### src/rtl/instr_sequencer.sv
// instr_sequencer: program memory fetch and bit-serial instruction sequencer
module instr_sequencer #(
  parameter int AW = 4,
  parameter int NBITS = 4
) (
  input  logic                     clk,
  input  logic                     reset,
  input  logic                     prog_we,
  input  logic [AW-1:0]            prog_addr,
  input  logic [3:0]               prog_data,
  input  logic                     start,
  input  logic                     step_mode,
  input  logic                     halt_req,
  input  logic [AW-1:0]            last_addr,
  output logic [3:0]               instr,
  output logic [AW-1:0]            pc,
  output logic [$clog2(NBITS)-1:0] bit_idx,
  output logic                     exec_en,
  output logic                     first_bit,
  output logic                     last_bit,
  output logic                     busy,
  output logic                     done
);
  localparam int BW = $clog2(NBITS);
  typedef enum logic [1:0] {IDLE, FETCH, EXEC} state_t;
  state_t state, state_n;
  logic [3:0] mem [2**AW];
  logic step_r, halt_r, stop;
  assign exec_en = state == EXEC;
  assign busy = state != IDLE;
  assign first_bit = exec_en && bit_idx == '0;
  assign last_bit = exec_en && bit_idx == BW'(NBITS - 1);
  assign stop = last_bit && (pc == last_addr || halt_r || halt_req || step_r);
  always_comb begin
    state_n = state;
    state_n = state == IDLE  ? (start ? FETCH : IDLE) :
              state == FETCH ? EXEC :
              last_bit       ? (stop ? IDLE : FETCH) : EXEC;
  end
  always_ff @(posedge clk)
    if (reset) state <= IDLE;
    else state <= state_n;
  always_ff @(posedge clk)
    if (state == IDLE && prog_we) mem[prog_addr] <= prog_data;
  always_ff @(posedge clk)
    if (reset) begin
      pc <= '0;
      instr <= '0;
      bit_idx <= '0;
      step_r <= 1'b0;
      halt_r <= 1'b0;
      done <= 1'b0;
    end else begin
      done <= stop;
      if (state == IDLE && start) begin
        step_r <= step_mode;
        halt_r <= 1'b0;
      end
      if (state != IDLE) halt_r <= halt_r | halt_req;
      if (state == FETCH) begin
        instr <= mem[pc];
        bit_idx <= '0;
      end
      if (exec_en) bit_idx <= bit_idx + 1'b1;
      if (last_bit) pc <= pc == last_addr ? '0 : pc + 1'b1;
    end
endmodule
### config.mk
export PLATFORM = sky130hd
export DESIGN_NAME = instr_sequencer
export DESIGN_NICKNAME = d
export VERILOG_FILES = /design/src/rtl/instr_sequencer.sv
export SDC_FILE = /design/constraint.sdc
export NUM_CORES = 1
export LEC_CHECK = 0
export ABC_CLOCK_PERIOD_IN_PS = 1840
export BUFFER_PORTS_ARGS = -buffer_cell sky130_fd_sc_hd__buf_2
export CAP_MARGIN = 10
export CELL_PAD_IN_SITES_DETAIL_PLACEMENT = 1
export CELL_PAD_IN_SITES_GLOBAL_PLACEMENT = 1
export CORE_MARGIN = 1
export CORE_UTILIZATION = 46
export CTS_BUF_LIST = sky130_fd_sc_hd__clkbuf_4
export DETAILED_ROUTE_END_ITERATION = 16
export PLACE_DENSITY_LB_ADDON = 0.12
export SLEW_MARGIN = 10
export SYNTH_ARGS = -nofsm -noshare
export SYNTH_HDL_FRONTEND = slang
export SYNTH_SLANG_ARGS = --single-unit
### constraint.sdc
create_clock -name clk -period 1.84 [get_ports clk]
set_clock_uncertainty 0.15 [all_clocks]
set_input_delay 0.368 -clock clk [delete_from_list [all_inputs] [get_ports clk]]
set_output_delay 0.368 -clock clk [all_outputs]
set_load 0.02 [all_outputs]
==> results by group <==
Status
  – Status: finished, violations left
  – Failing checks: setup timing

Cells and area
  – Final cell count without fillers: 378
  – Most common cell after layout, fill and taps aside: edfxtp_1
  – # diodes: 0
  – Layout Nets: 301
  – Most frequent cells in the layout: edfxtp_1 (64), buf_2 (28), nand2_1 (20), mux2i_1 (20), nor2_1 (18)
  – Share of layout cells above drive strength 1: 0.3511
  – P&R area growth vs syn: 19.79%
  – Final Cell Area: 3930 µm²

Worst setup path
  – Critical Path Start Type: flip-flop
  – Crit-path max FO: 4
  – Crit. End Element: primary output
  – WS Path Type: reg -> out
  – Critical Path RT: 1.32 ns
  – Crit path arrival time: 1.39 ns

Power and ir drop
  – Max VDD drop: 0.4860 mV
  – Clock power frac: 0.341
  – Int Pwr: 2.591 mW
  – Switching Share: 0.2206
  – Static leakage: 1.357 nW
  – P per Cell Area: 845.8 nW/µm²
  – NetSw: 0.7333 mW
  – Logic pwr share: 0.067
  – Flop pwr share: 0.592

STA
  – Hold_ws: 0.03630 ns
  – Rel. slew slack: 0.7561
  – Worst-Margin Slew: 0.3653 ns
  – RSZ-0062 raised after global routing: true
  – Fin. Hold Viols: 0
  – Final setup fails: 2
  – Fmax: 524.8 MHz
  – Setup TNS: -0.07739 ns
  – Final Max Slew Viols: 0
  – Final setup margin: -0.06532 ns
  – Period utilisation layout: 1.035
  – Final min period: 1.905 ns

Floorplan
  – Initial Util: 0.4802
  – Die area: 7474 µm²
  – Core Region: 6832 µm²
  – I/O pin cnt: 33
  – Die span in y: 86.45 µm
  – Num rows: 30
  – Width of the die: 86.45 µm

Global routing
  – Largest net degree at the start of global routing: 20
  – Gr ovfl total: 0
  – Initial antenna violation count: 0
  – First-pass GRT wire length: 11.13 mm
  – Number of global-route vias before repair: 2091
  – GR Util All Layers: 0.2119

Route
  – Vias post-DR: 2008
  – Final ANT Viol Nets: 0
  – Drt first-iter violations: 54
  – WL final: 7.242 mm
  – DR vias/cell: 5.312
  – Drt pass-1 iters: 4
  – DRC: 0
  – Routed len/inst: 19.16 µm

Synthesis
  – Synth area leaders: edfxtp_1 (59%), dfxtp_1 (9.2%), mux2i_1 (6.1%)
  – Post-Syn Area: 3281 µm²
  – EDFF count, synth: 64
  – Leading area contributor after synthesis: edfxtp_1
  – Ys async rst share: 0
  – Register area share after synthesis: 0.6773
  – Avg Inst Size Synth: 14.98 µm²
  – Flops & latches, synth: 79
  – Post-synthesis cell count: 219
  – Synth Flop Type: edfxtp_1
  – Syn Nets: 243
  – Syn. warnings: 0
  – Area share of the largest cell type after synthesis: 0.5858
  – Distinct cell type count of the synthesized netlist: 32

CTS
  – Clk Latency, worst-skew pair: 0.43 ns
  – CTS tree: yes
  – Reg clk slew, reported paths: 0.12 ns
  – Clk sinks: 79
  – H-Tree Depth: 3
  – Clock buffer depth: 2
  – CTS buffer count: 9
  – Clock root buffer: clkbuf_4

Min path
  – Worst hold path type: in -> reg

Job
  – # Max-Cap Violations: 0

Place
  – GPL Wtd Cong: 0.7307
  – Dpl ws: -0.06670 ns
  – Hpwl dp: 5.005 mm
  – Placed Area: 3637 µm²
  – PortBufs: 32
  – Cell total after placement: 357
-- cells by family after synthesis --
group | count (synthesis) | share of synthesized area
multiplexers | 28 | 0.1159
buffers and inverters | 12 | 0.02593
AO/OA/AOI/OAI | 16 | 0.03394
flip-flops | 79 | 0.6773
AND/OR/NAND/NOR | 71 | 0.1030
XOR/XNOR | 7 | 0.02098
adder cells (fa/ha/maj) | 6 | 0.02288
-- power by group through the flow --
stage	registers (mW)	clock network, mW	logic [mW]
final	1.97	1.13	0.223
after global routing	1.97	1.24	0.242
after CTS	1.97	1.17	0.214
after detailed placement	2.00	0	0.174
after global placement	2.00	0	0.169
after floorplan	2.01	0	0.0761
-- critical path: stages (launching register included) --
cell     delay [ns]
dfxtp_2        0.36
inv_2          0.06
ha_4           0.17
buf_6          0.11
and2_4         0.13
buf_6          0.12
-- per-layer routing --
| metal | wire (µm) | up-vias | GRT usage |
|---|---|---|---|
| met5 | 0 | - | 0 |
| met4 | 153 | 0 | 0.09848 |
| met3 | 273 | 14 | 0.04571 |
| met2 | 3729 | 57 | 0.3543 |
| met1 | 3085 | 994 | 0.2652 |
| li1 | - | 943 | - |
-- registers in the layout, indices dropped and copies added (netlist names) --
signal,cells
mem,64
pc,4
step_r,1
done,1
state,2
bit_idx,2
halt_r,1
instr,4
-- Yosys cell counts (2+ instances only) --
| library cell | count |
|---|---|
| and2_1 | 2 |
| edfxtp_1 | 64 |
| a21oi_1 | 5 |
| nand3_1 | 4 |
| nor2_1 | 21 |
| nand2_1 | 21 |
| a22oi_1 | 5 |
| xor2_1 | 3 |
| nor2b_1 | 2 |
| o211ai_1 | 4 |
| xnor2_1 | 3 |
| mux4_2 | 8 |
| inv_1 | 6 |
| nand2b_1 | 4 |
| mux2i_1 | 20 |
| nand4_1 | 7 |
| dfxtp_1 | 15 |
| nor3_1 | 6 |
| ha_1 | 6 |
-- timing repair --
action,4_1_cts,5_1_grt
gates resized for setup,23,11
setup buffers,5,1
pin swaps,2,1
setup endpoints to repair,13,28
hold buffers,0,0
-- final timing paths --
check                       from                   to  slack (ns)  cells past startpoint
max          state[0]$_SDFF_PP0_            first_bit       -0.07                      5
min                    step_mode  step_r$_SDFFE_PP0P_        0.04                      3
max reg2reg  state[1]$_SDFF_PP0_  mem[0][3]$_DFFE_PP_        0.03                      5
min reg2reg  step_r$_SDFFE_PP0P_  step_r$_SDFFE_PP0P_        0.32                      2
-- area by class of cell --
cell class | instances | area [µm²]
clock buffer | 9 | 67.56
clock inverter | 7 | 87.58
fill | 696 | 2902
inverter | 6 | 27.53
multi-input combinational | 128 | 1030
sequential | 79 | 2231
tap | 96 | 120.1
timing repair buffer | 53 | 366.6
-- stage by stage --
step / util / power (mW)
2_1_floorplan: - / 2.084
3_3_place_gp: 0.5324 / 2.172
3_5_place_dp: 0.5324 / 2.179
4_1_cts: 0.5696 / 3.347
5_1_grt: 0.5753 / 3.448
6_report: 0.5753 / 3.324
(Power assumes the default switching activity.)
